$ cat config.mk
export PLATFORM = sky130hd
export DESIGN_NAME = image_readback_flat
export DESIGN_NICKNAME = d
export VERILOG_FILES = /design/src/rtl/gpio_link_pkg.sv /design/src/rtl/image_readback_if.sv /design/src/rtl/gpio_strobe_edge.sv /design/src/rtl/image_readback.sv /design/src/flat_wrapper.sv
export SDC_FILE = /design/constraint.sdc
export NUM_CORES = 1
export LEC_CHECK = 0
export CORE_MARGIN = 4
export CORE_UTILIZATION = 45
export DETAILED_ROUTE_END_ITERATION = 10
export PLACE_DENSITY = 0.84
export SKIP_LAST_GASP = 1
export SLEW_MARGIN = 40
export SYNTH_ARGS = -nofsm -noshare
export SYNTH_HDL_FRONTEND = slang
export SYNTH_HIERARCHICAL = 1
export SYNTH_SLANG_ARGS = --single-unit
$ cat constraint.sdc
create_clock -name pi_clk -period 1.9 [get_ports pi_clk]
set_input_delay 0.57 -clock pi_clk [delete_from_list [all_inputs] [get_ports pi_clk]]
set_output_delay 0.57 -clock pi_clk [all_outputs]
set_load 0.01 [all_outputs]
$ cat src/rtl/gpio_link_pkg.sv
// rtl/gpio_link_pkg.sv - shared image geometry and readback FSM state type for the Pi GPIO link
// READBACK_CHECKSUM_EN adds the trailing checksum state.
package gpio_link_pkg;

   localparam int DEF_HEIGHT = 20;
   localparam int DEF_WIDTH  = 30;
   localparam int DEF_DEPTH  = 3;
   localparam int IMG_BYTES  = DEF_HEIGHT * DEF_WIDTH * DEF_DEPTH;

   typedef enum logic [2:0] {
      S_IDLE    = 3'd0,
      S_FETCH   = 3'd1,
      S_LOAD    = 3'd2,
      S_PRESENT = 3'd3,
`ifdef READBACK_CHECKSUM_EN
      S_CSUM    = 3'd5,
`endif
      S_DONE    = 3'd4
   } rb_state_t;

endpackage

$ cat src/rtl/image_readback_if.sv
// rtl/image_readback_if.sv - control, image-store read port and Pi GPIO byte port of the readback engine
interface image_readback_if #(parameter int ADDR_W = 11);

   logic              start;
   logic              read_enable;
   logic              mem_rd_en;
   logic [ADDR_W-1:0] mem_addr;
   logic [7:0]        mem_rd_data;
   logic [7:0]        gpio_out;
   logic              byte_valid;
   logic              busy;
   logic              done;
   logic              underrun;

   modport master (
      input  start, read_enable, mem_rd_data,
      output mem_rd_en, mem_addr, gpio_out, byte_valid, busy, done, underrun
   );

   modport slave (
      output start, read_enable, mem_rd_data,
      input  mem_rd_en, mem_addr, gpio_out, byte_valid, busy, done, underrun
   );

endinterface

$ cat src/rtl/gpio_strobe_edge.sv
// rtl/gpio_strobe_edge.sv - rising-edge detector on a Pi strobe, one pulse per low-to-high transition
module gpio_strobe_edge (
   input  logic clk,
   input  logic rst,
   input  logic level,
   output logic strobe
);

   logic level_prev;

   always_ff @(posedge clk) begin
      if (rst) level_prev <= 1'b0;
      else     level_prev <= level;
   end

   assign strobe = level & ~level_prev;

endmodule

$ cat src/rtl/image_readback.sv
// rtl/image_readback.sv - streams the stored image back to the Pi one byte per read strobe
// Define READBACK_CHECKSUM_EN to append a mod-256 sum byte after the image.
module image_readback
   import gpio_link_pkg::*;
#(
   parameter int HEIGHT = DEF_HEIGHT,
   parameter int WIDTH  = DEF_WIDTH,
   parameter int DEPTH  = DEF_DEPTH,
   parameter int ADDR_W = 11
) (
   input  logic             pi_clk,
   input  logic             rst,
   image_readback_if.master bus
);

   localparam logic [ADDR_W-1:0] LAST_ADDR = ADDR_W'(HEIGHT * WIDTH * DEPTH - 1);

   rb_state_t         state, state_nx;
   logic [ADDR_W-1:0] count;
   logic [7:0]        gpio_q;
   logic              valid_q;
   logic              underrun_q;
   logic              strobe;
   logic              accept_start;
   logic              at_last;
   logic              rd_en_c, busy_c, done_c;
`ifdef READBACK_CHECKSUM_EN
   logic [7:0]        sum_q;
`endif

   gpio_strobe_edge u_edge (
      .clk    (pi_clk),
      .rst    (rst),
      .level  (bus.read_enable),
      .strobe (strobe)
   );

   assign at_last      = (count == LAST_ADDR);
   assign accept_start = bus.start && (state == S_IDLE || state == S_DONE);

   always_ff @(posedge pi_clk) begin
      if (rst) state <= S_IDLE;
      else     state <= state_nx;
   end

   always_comb begin
      state_nx = state;
      rd_en_c  = 1'b0;
      busy_c   = 1'b0;
      done_c   = 1'b0;
      case (state)
         S_IDLE:    if (bus.start) state_nx = S_FETCH;
         S_FETCH: begin
            rd_en_c  = 1'b1;
            busy_c   = 1'b1;
            state_nx = S_LOAD;
         end
         S_LOAD: begin
            busy_c   = 1'b1;
            state_nx = S_PRESENT;
         end
         S_PRESENT: begin
            busy_c = 1'b1;
            if (strobe) begin
`ifdef READBACK_CHECKSUM_EN
               state_nx = at_last ? S_CSUM : S_FETCH;
`else
               state_nx = at_last ? S_DONE : S_FETCH;
`endif
            end
         end
`ifdef READBACK_CHECKSUM_EN
         S_CSUM: begin
            busy_c = 1'b1;
            if (strobe) state_nx = S_DONE;
         end
`endif
         S_DONE: begin
            done_c = 1'b1;
            if (bus.start) state_nx = S_FETCH;
         end
         default:   state_nx = S_IDLE;
      endcase
   end

   always_ff @(posedge pi_clk) begin
      if (rst) begin
         count      <= '0;
         gpio_q     <= '0;
         valid_q    <= 1'b0;
         underrun_q <= 1'b0;
`ifdef READBACK_CHECKSUM_EN
         sum_q      <= '0;
`endif
      end else begin
         if (accept_start) begin
            count      <= '0;
            underrun_q <= 1'b0;
`ifdef READBACK_CHECKSUM_EN
            sum_q      <= '0;
`endif
         end
         if (state == S_LOAD) begin
            gpio_q  <= bus.mem_rd_data;
            valid_q <= 1'b1;
`ifdef READBACK_CHECKSUM_EN
            sum_q   <= sum_q + bus.mem_rd_data;
`endif
         end
         if (state == S_PRESENT && strobe) begin
            valid_q <= 1'b0;
            if (!at_last) count <= count + 1'b1;
`ifdef READBACK_CHECKSUM_EN
            // The checksum byte follows the last image byte with no fetch gap.
            if (at_last) begin
               gpio_q  <= sum_q;
               valid_q <= 1'b1;
            end
`endif
         end
`ifdef READBACK_CHECKSUM_EN
         if (state == S_CSUM && strobe) valid_q <= 1'b0;
`endif
         // A strobe with nothing presented is latched even if a start lands in the same cycle.
         if (strobe && (state == S_IDLE || state == S_FETCH ||
                        state == S_LOAD || state == S_DONE))
            underrun_q <= 1'b1;
      end
   end

   assign bus.mem_rd_en  = rd_en_c;
   assign bus.mem_addr   = count;
   assign bus.gpio_out   = gpio_q;
   assign bus.byte_valid = valid_q;
   assign bus.busy       = busy_c;
   assign bus.done       = done_c;
   assign bus.underrun   = underrun_q;

endmodule

$ cat src/flat_wrapper.sv
// flat-port wrapper written by rule: the top's interface ports become plain ports
module image_readback_flat import gpio_link_pkg::*;
#(
   parameter int HEIGHT = DEF_HEIGHT,
   parameter int WIDTH  = DEF_WIDTH,
   parameter int DEPTH  = DEF_DEPTH,
   parameter int ADDR_W = 11
)
  (pi_clk, rst, bus_start, bus_read_enable, bus_mem_rd_data, bus_mem_rd_en, bus_mem_addr, bus_gpio_out, bus_byte_valid, bus_busy, bus_done, bus_underrun);
  image_readback_if #(.ADDR_W(ADDR_W)) bus_i ();
  input  logic pi_clk;
  input  logic rst;
  input wire logic [$bits(bus_i.start)-1:0] bus_start;
  input wire logic [$bits(bus_i.read_enable)-1:0] bus_read_enable;
  input wire logic [$bits(bus_i.mem_rd_data)-1:0] bus_mem_rd_data;
  output wire logic [$bits(bus_i.mem_rd_en)-1:0] bus_mem_rd_en;
  output wire logic [$bits(bus_i.mem_addr)-1:0] bus_mem_addr;
  output wire logic [$bits(bus_i.gpio_out)-1:0] bus_gpio_out;
  output wire logic [$bits(bus_i.byte_valid)-1:0] bus_byte_valid;
  output wire logic [$bits(bus_i.busy)-1:0] bus_busy;
  output wire logic [$bits(bus_i.done)-1:0] bus_done;
  output wire logic [$bits(bus_i.underrun)-1:0] bus_underrun;
  assign bus_i.start = bus_start;
  assign bus_i.read_enable = bus_read_enable;
  assign bus_i.mem_rd_data = bus_mem_rd_data;
  assign bus_mem_rd_en = bus_i.mem_rd_en;
  assign bus_mem_addr = bus_i.mem_addr;
  assign bus_gpio_out = bus_i.gpio_out;
  assign bus_byte_valid = bus_i.byte_valid;
  assign bus_busy = bus_i.busy;
  assign bus_done = bus_i.done;
  assign bus_underrun = bus_i.underrun;
  image_readback #(.HEIGHT(HEIGHT), .WIDTH(WIDTH), .DEPTH(DEPTH), .ADDR_W(ADDR_W)) u_core (.pi_clk(pi_clk), .rst(rst), .bus(bus_i));
endmodule
; Word level (Yosys, flattened, before mapping)
; Index checks and enable logic that the tools add are counted.
[op_classes]
addsub = 1
eq_ne = 7
muxes = 12
n_bitwise = 2
n_reduce_logical = 13
[op_table]
columns = op, count
row1 = 11-bit 2-to-1 mux, 3
row2 = 3-bit one-hot mux with 4 select lines, 1
row3 = 11-bit by 1-bit adder with 11-bit output (second input constant), 1
row4 = 11-bit == test (second input constant), 1
row5 = 3-bit 2-to-1 mux, 3
row6 = 3-bit by 2-bit == test with 1-bit output (second input constant), 2
row7 = 1-bit 2-to-1 mux, 5
row8 = 1-bit logical OR, 4
row9 = 2-bit by 1-bit inequality test with 1-bit output (second input constant), 2
row10 = 2-bit OR reduction, 2
row11 = 3-bit by 1-bit == test with 1-bit output (second input constant), 1
row12 = 3-bit == test (second input constant), 1
row13 = 1-bit logical AND, 3
row14 = 3-bit logical NOT, 1
row15 = 3-bit OR reduction, 1
row16 = 2-bit AND reduction, 1
row17 = 2-bit nonzero test, 1
row18 = 1-bit AND, 1
row19 = 1-bit inverter, 1
[totals]
ff_bits = 25
in_bits = 12
word_cells = 41

; Longest topological paths before layout
; Gate-level depths: netlist of the first run.
[depth]
depth_word = 6
depth_mapped = 6

; Cells and area by module
; The synthesis of the first run kept the hierarchy.
[modules_own_cells]
columns = module, instances, cells_each, area_per_inst_um2, seq_area_each_um2
row1 = image_readback, 1, 121, 1104.8, 480.5
row2 = gpio_strobe_edge, 1, 3, 47.5, 20.0

; Worst setup path before layout of the first run
; Ideal clock, no wire load.
[synth_path]
path_type = input to register
startpoint = input bus_read_enable
endpoint = register u_core.count[10] (netlist: u_core/bus.mem_addr[10])
setup_ns = 0.126
arrival_ns = 1.530
path_slack_ns = 0.244
cell_stages = 5
path_buffers = 0
path_cell_list = nor2b_4 > nand4b_4 > or4_1 > nand3_1 > o31ai_1
[synth_between]
elab_chain_cells = 3
[synth_rtl]
columns = element, line
row1 = from (decl), flat_wrapper.sv:14  ; input wire logic [$bits(bus_i.read_enable)-1:0] bus_read_enable;
row2 = 1-bit AND, gpio_strobe_edge.sv:16  ; assign strobe = level & ~level_prev;
row3 = 1-bit logical AND, image_readback.sv:110  ; if (state == S_PRESENT && strobe) begin
row4 = 11-bit 2-to-1 mux, image_readback.sv:110
row5 = to (signal assigned), image_readback.sv:112  ; if (!at_last) count <= count + 1'b1;
row6 = to (decl), image_readback.sv:19  ; logic [ADDR_W-1:0] count;
; Every way passes these cells.
; A chain may end at the register's enable or synchronous reset.

; Worst setup path after layout of the first run
[layout_path]
startpoint = register u_core.state[0]
endpoint = output bus_done
[layout_between]
elab_chain_cells = 2
[layout_rtl]
columns = element, line
row1 = from (decl), image_readback.sv:18  ; rb_state_t state, state_nx;
row2 = from (signal assigned), image_readback.sv:43  ; else state <= state_nx;
row3 = 3-bit == test, image_readback.sv:51  ; case (state)
row4 = 1-bit 2-to-1 mux, image_readback.sv:51
row5 = to (decl), flat_wrapper.sv:21  ; output wire logic [$bits(bus_i.done)-1:0] bus_done;
; Every way passes these cells.

==> metrics.cfg, run 1 <==
[setup_path]
cp_slowest_cell = dfxtp_4
cp-end-kind = output pin
worstPathMaxFanout = 6
crit_chain = nor2_2 -> and2_1 -> clkdlybuf4s15_1
startpoint_type = register
cp_top_family = flip-flops
critical_path_buf_inv_count = 1
cp.required_ns = 1.33
cp.arrival_ns = 1.29
critPathKind = reg -> out
slowest_delay_ns = 0.39

[yosys]
syn_area_um2 = 1152
synth_nets = 137
synthCells = 124
netlist_top_cells_area = dfxtp_1, mux2i_1, nor2_1
synth_cell_types = 39
postSynthAreaPerCell_um2 = 9.293
yosys.area.top_type = dfxtp_1
synth_seq_area_share_pct = 43.43
synth-seq-cells = 25
synth_top_area_share_pct = 43.43
yosysWarningCount = 6

[floorplanning]
core_region_area_um2 = 2455
die_y_um = 58.61
die_area_um2 = 3435
fp-row-count = 18
io_pins = 36
die_w_um = 58.61
initial_utilization_pct = 46.94

[sta]
fin_crit_sh_pct = 98.13
clock.fmax_mhz = 536.3
rsz0062_at_grt = yes
period_minus_slack_ns = 1.865
holdWs_ns = 0.4867
fin_skew_ns = 0.004506
fin_ws_ns = 0.03550
max_slew.worst_pin.slew_ns = 0.3239
final.setup.tns_ns = 0
hold_viol_final = 0
drv_slew = 0
relSlewSlack_pct = 78.35
setup_violations = 0

[power_and_ir_drop]
power_leakage_nw = 0.6346
power_density_nw_per_um2 = 582.3
peakVddDrop_v = 0.0004113
total_power_mw = 0.9726

[cts]
insertion_delay_ns = 0.31
cts_tree = yes
h-tree-depth = 1
root_buffer = clkbuf_4
cts_sinks = 25
clk_path_buf_depth = 2
numCtsBuffers = 3
path_clk_slew_ns = 0.13

[placement]
port_buffers = 35
dpl.hpwl_mm = 2.081
place_ws_ns = -0.2972
gp_congestion = 0.8542
dp.cells = 195
place_area_um2 = 1600

[global_route]
overflow = 0
antenna_found_initial = 0
grt_max_degree = 14
grt_pass1_vias = 1080
grt_pass1_wl_mm = 4.457
track_usage_pct = 16.55

[final_layout]
final_util_pct = 68.04
synthToLayoutAreaGrowth_pct = 44.95
antenna_cells = 0
final_area_um2 = 1670
nets = 184
finalNonFillerCells = 200
drive_gt1_share_pct = 25.88

[drt]
dr_wl_met2_mm = 1.336
wl_met3_um = 188
postRouteAntennaNets = 0
met1_length_mm = 1.144
via_per_inst = 5.275
post_drt_wl_per_cell_um = 13.48
drc = 0
drtIter0Drc = 9
vias = 1055
topRoutingLayerUsed = met4
routed_wl_mm = 2.696
dr.pass1.iters = 4

[status]
status = completed

[flow_run]
max_cap_viol_count = 0

[worst_hold_path]
holdCritPathClass = reg -> reg

[path summary, 6_finish.rpt]
kind	start	endpoint	slack, ns	cells past startpoint
setup / recovery	u_core/state[0]$_SDFFE_PP0P_	bus_done	0.04	3
hold reg to reg	u_core/bus.mem_addr[10]$_SDFF_PP0_	u_core/bus.mem_addr[10]$_SDFF_PP0_	0.49	1
setup reg to reg	u_core/bus.mem_addr[1]$_SDFF_PP0_	u_core/bus.mem_addr[10]$_SDFF_PP0_	0.25	5
hold / removal	u_core/bus.mem_addr[10]$_SDFF_PP0_	u_core/bus.mem_addr[10]$_SDFF_PP0_	0.49	1
[layer usage]
metal | track usage (%) | up-vias
met4 | 6.796 | 0
met5 | 0 | -
li1 | - | 523
met2 | 30.62 | 32
met1 | 17.73 | 496
met3 | 4.167 | 4
[power breakdown]
part           switching, mW  internal, mW
Combinational         0.0826         0.103
Clock                  0.148        0.0819
Sequential            0.0151         0.542
[cells in the mapped netlist, drive strengths merged]
| cell type | number |
|---|---|
| nand4b | 1 |
| nand3 | 5 |
| nor3b | 1 |
| or4 | 3 |
| and4 | 1 |
| or3b | 1 |
| or2b | 1 |
| ha | 1 |
| mux2 | 1 |
| or3 | 1 |
| nand4 | 5 |
| nand2b | 3 |
| o31ai | 1 |
| clkbuf | 3 |
| or2 | 1 |
| inv | 2 |
| xnor2 | 3 |
| o21ai | 5 |
| nor3 | 3 |
| a22oi | 1 |
| buf | 3 |
| nand2 | 7 |
| nor2b | 2 |
| nor2 | 21 |
| a21oi | 5 |
| a221oi | 1 |
| and4b | 1 |
| and2 | 4 |
| o31a | 1 |
| xor2 | 2 |
| dfxtp | 25 |
| mux2i | 9 |
[cells in the final DEF, fill, tap and decap left out, drive strengths merged, types with 4 or more instances in the layout]
master,netlist,routed
mux2i,9,9
nor2,21,21
nand4,5,5
o21ai,5,5
dfxtp,25,25
and2,4,4
buf,3,13
clkbuf,3,4
a21oi,5,5
clkdlybuf4s50,0,32
nand2,7,7
nand3,5,5
[registers in the layout (all words and copies together), names as in the netlist]
name	cells
u_core/bus.byte_valid	1
u_core/bus.gpio_out	8
u_core/bus.mem_addr	11
u_core/bus.underrun	1
u_core/state	3
u_core/u_edge/level_prev	1
[cell type report]
| type | count | area (um2) |
|---|---|---|
| Clock buffer | 4 | 26.28 |
| Multi-Input combinational cell | 91 | 630.6 |
| Inverter | 2 | 7.507 |
| Sequential cell | 25 | 523.0 |
| Timing Repair Buffer | 48 | 445.4 |
| Fill cell | 214 | 784.5 |
| Tap cell | 30 | 37.54 |
[cell families after synthesis]
family                   after synthesis  share of synthesized area (%)
AND/OR/NAND/NOR                       61                          32.47
multiplexers                          10                          8.795
flip-flops                            25                          43.43
XOR/XNOR                               5                          3.801
AO/OA/AOI/OAI                         14                          7.166
adder cells (fa/ha/maj)                1                          1.086
buffers and inverters                  8                          3.258
[timing repair]
item                                    CTS  global route
endpoints found under the setup margin    7            12
gates resized for setup                  11            13
buffers inserted                          0             1
pin swaps                                 0             1
hold buffers                              0             0
Power figures use the tool's default switching activity.
==> inputs of run 2 (changes only) <==
--- a/config.mk
+++ b/config.mk
@@ -10,7 +10,6 @@
 export DETAILED_ROUTE_END_ITERATION = 10
 export PLACE_DENSITY = 0.84
 export SKIP_LAST_GASP = 1
-export SLEW_MARGIN = 40
 export SYNTH_ARGS = -nofsm -noshare
 export SYNTH_HDL_FRONTEND = slang
 export SYNTH_HIERARCHICAL = 1
==> results of run 2 <==
No change in the layout: final DEF, timing and power equal those of run 1.
==> inputs of run 3 (changes only) <==
--- a/config.mk
+++ b/config.mk
@@ -9,6 +9,7 @@
 export CORE_UTILIZATION = 45
 export DETAILED_ROUTE_END_ITERATION = 10
 export PLACE_DENSITY = 0.84
+export RECOVER_POWER = 25
 export SKIP_LAST_GASP = 1
 export SYNTH_ARGS = -nofsm -noshare
 export SYNTH_HDL_FRONTEND = slang
==> run 3 against run 2 <==
Against the previous run: total power fell by 0.27%; fmax hardly changed; global-route usage unchanged; non-clock buffer count is the same; utilization shrank 0.15 points; combinational power about the same; register-to-register slack hardly changed; clock-buffer cell count stayed put; final cell count did not move; first-iteration DRC count grew 89%; sequential cell count did not move; clock power about the same; largest power group unchanged.
==> metrics.cfg, run 3 (synthesis results as in run 1) <==
[status]
status = completed

[global_route]
antenna_found_initial = 0  ; unchanged
grt_util_met3_pct = 4.167  ; unchanged
grt_use_met2_pct = 30.62  ; unchanged
met1_usage_pct = 17.73  ; unchanged
busiest_layer = met2
overflow = 0  ; unchanged
grt_pass1_wl_mm = 4.457  ; unchanged
grt_max_degree = 14  ; unchanged
track_usage_pct = 16.55  ; unchanged
grt_pass1_vias = 1080  ; unchanged

[drt]
post_drt_wl_per_cell_um = 13.52  ; +0.26%
routed_wl_mm = 2.703  ; +0.26%
drtIter0Drc = 17  ; +8
drc = 0  ; unchanged
vias = 1064  ; +0.85%
dr.pass1.iters = 4  ; unchanged
via_per_inst = 5.320  ; +0.85%
postRouteAntennaNets = 0  ; unchanged

[floorplanning]
fp-row-count = 18  ; unchanged
core_region_area_um2 = 2455  ; unchanged
io_pins = 36  ; unchanged
die_y_um = 58.61  ; unchanged
die_w_um = 58.61  ; unchanged
die_area_um2 = 3435  ; unchanged
initial_utilization_pct = 46.94  ; unchanged

[sta]
fin_skew_ns = 0.002532  ; -0.001974 ns
rsz0062_at_grt = yes
period_minus_slack_ns = 1.864  ; -0.0004769 ns
clock.fmax_mhz = 536.5  ; about the same
relSlewSlack_pct = 60.82  ; -18 points
setup_violations = 0  ; unchanged
max_slew.worst_pin.slew_ns = 0.5876  ; +0.2637 ns
fin_crit_sh_pct = 98.11  ; about the same
drv_slew = 0  ; unchanged
hold_viol_final = 0  ; unchanged
final.setup.tns_ns = 0  ; unchanged

[worst_hold_path]
min-delay-start = u_core/bus.mem_addr[10]$_SDFF_PP0_
holdPathEnd = u_core/bus.mem_addr[10]$_SDFF_PP0_
holdCritPathClass = reg -> reg
worstHoldPathCells = 1  ; unchanged

[setup_path]
r2r_start = u_core/bus.mem_addr[1]$_SDFF_PP0_
r2r_slack_ns = 0.25  ; about the same
ff2ff_path_depth = 5  ; unchanged
worstPathMaxFanout = 6  ; unchanged
startpoint_type = register
cp.arrival_ns = 1.29  ; about the same
critPathKind = reg -> out
cp.required_ns = 1.33  ; about the same
cp-end-kind = output pin
r2r-end = u_core/bus.mem_addr[10]$_SDFF_PP0_

[power_and_ir_drop]
power_leakage_nw = 0.6313  ; -0.53%
peakVddDrop_v = 0.0004112  ; about the same
power_density_nw_per_um2 = 582.0  ; about the same

[cts]
insertion_delay_ns = 0.31  ; about the same
h-tree-depth = 1  ; unchanged
clk_path_buf_depth = 2  ; unchanged
cts_tree = yes
root_buffer = clkbuf_4
numCtsBuffers = 3  ; unchanged
cts_sinks = 25  ; unchanged
path_clk_slew_ns = 0.13  ; about the same

[final_layout]
final_cell_mix = clkdlybuf4s50_1, nor2_1, dfxtp_1
largest_reg_flops = 11  ; unchanged
drive_gt1_share_pct = 25.29  ; -0.59 points
antenna_cells = 0  ; unchanged
layout_commonest_cell = clkdlybuf4s50_1
final_area_um2 = 1667  ; -0.22%
synthToLayoutAreaGrowth_pct = 44.63
final_util_pct = 67.89  ; -0.15 points
finalNonFillerCells = 200  ; unchanged
nets = 184  ; unchanged

[placement]
gp_congestion = 0.8542  ; unchanged
place_area_um2 = 1600  ; unchanged
dp.cells = 195  ; unchanged
dpl.hpwl_mm = 2.081  ; unchanged
port_buffers = 35  ; unchanged

[flow_run]
max_cap_viol_count = 0  ; unchanged

-- run 3: cell types whose count changed in the layout (fill, tap and decap cells not counted), sizes merged --
cell	delta
buf	-1
clkdlybuf4s50	-1
clkbuf	+1
dlygate4sd3	+1
-- run 3: report_power, final --
part	internal, mW	switching, mW	leakage (nW)
clock	0.0819	0.146	0.0150
sequential	0.542	0.0152	0.210
combinational	0.102	0.0826	0.406
total	0.726	0.244	0.631
-- run 3: critical path, stage by stage (launching register included) --
cell	delay, ns
dfxtp_4	0.39
nor2_2	0.16
and2_1	0.17
clkdlybuf4s15_1	0.26
-- run 3: per-layer routing --
| layer | up-vias | part of all wire [%] |
|---|---|---|
| li1 | 524 | - |
| met2 | 35 | 50 |
| met4 | 0 | 1.0 |
| met1 | 501 | 42 |
| met5 | - | 0 |
| met3 | 4 | 7.1 |
-- run 3: area by class of cell --
cell class                 count  area (um2)
tap                           30       37.54
sequential                    25       523.0
clock buffer                   4       26.28
timing repair buffer          48       441.7
multi-input combinational     91       630.6
inverter                       2       7.507
fill                         215       788.3
-- run 3: metrics by stage --
step | worst slack [ns] | hold slack, ns | power, mW
6_report | 0.03597 | 0.4862 | 0.9699
5_1_grt | -0.03996 | 0.5044 | 1.025
4_1_cts | 0.007531 | 0.5014 | 0.9887
3_5_place_dp | -0.2972 | 0.4833 | 0.7572
3_3_place_gp | -0.2326 | 0.4678 | 0.7533
2_1_floorplan | 0.2439 | 0.4984 | 0.6594
-- run 3: what timing repair did --
item	4_1_cts	5_1_grt
gates resized for setup	11	13
hold buffers	0	0
setup buffers	0	1
pin swaps	0	1
setup endpoints to repair	7	12
-- run 3: worst max-delay path by stage --
stage / from / endpoint / slack, ns
final: u_core/state[0]$_SDFFE_PP0P_ / bus_done / 0.04
after global routing: u_core/state[0]$_SDFFE_PP0P_ / bus_done / -0.04
after CTS: u_core/bus.mem_addr[2]$_SDFF_PP0_ / bus_mem_addr[2] / 0.008
after detailed placement: bus_read_enable / u_core/bus.mem_addr[2]$_SDFF_PP0_ / -0.30
after global placement: bus_read_enable / u_core/bus.mem_addr[10]$_SDFF_PP0_ / -0.23
after floorplan: bus_read_enable / u_core/bus.mem_addr[10]$_SDFF_PP0_ / 0.24
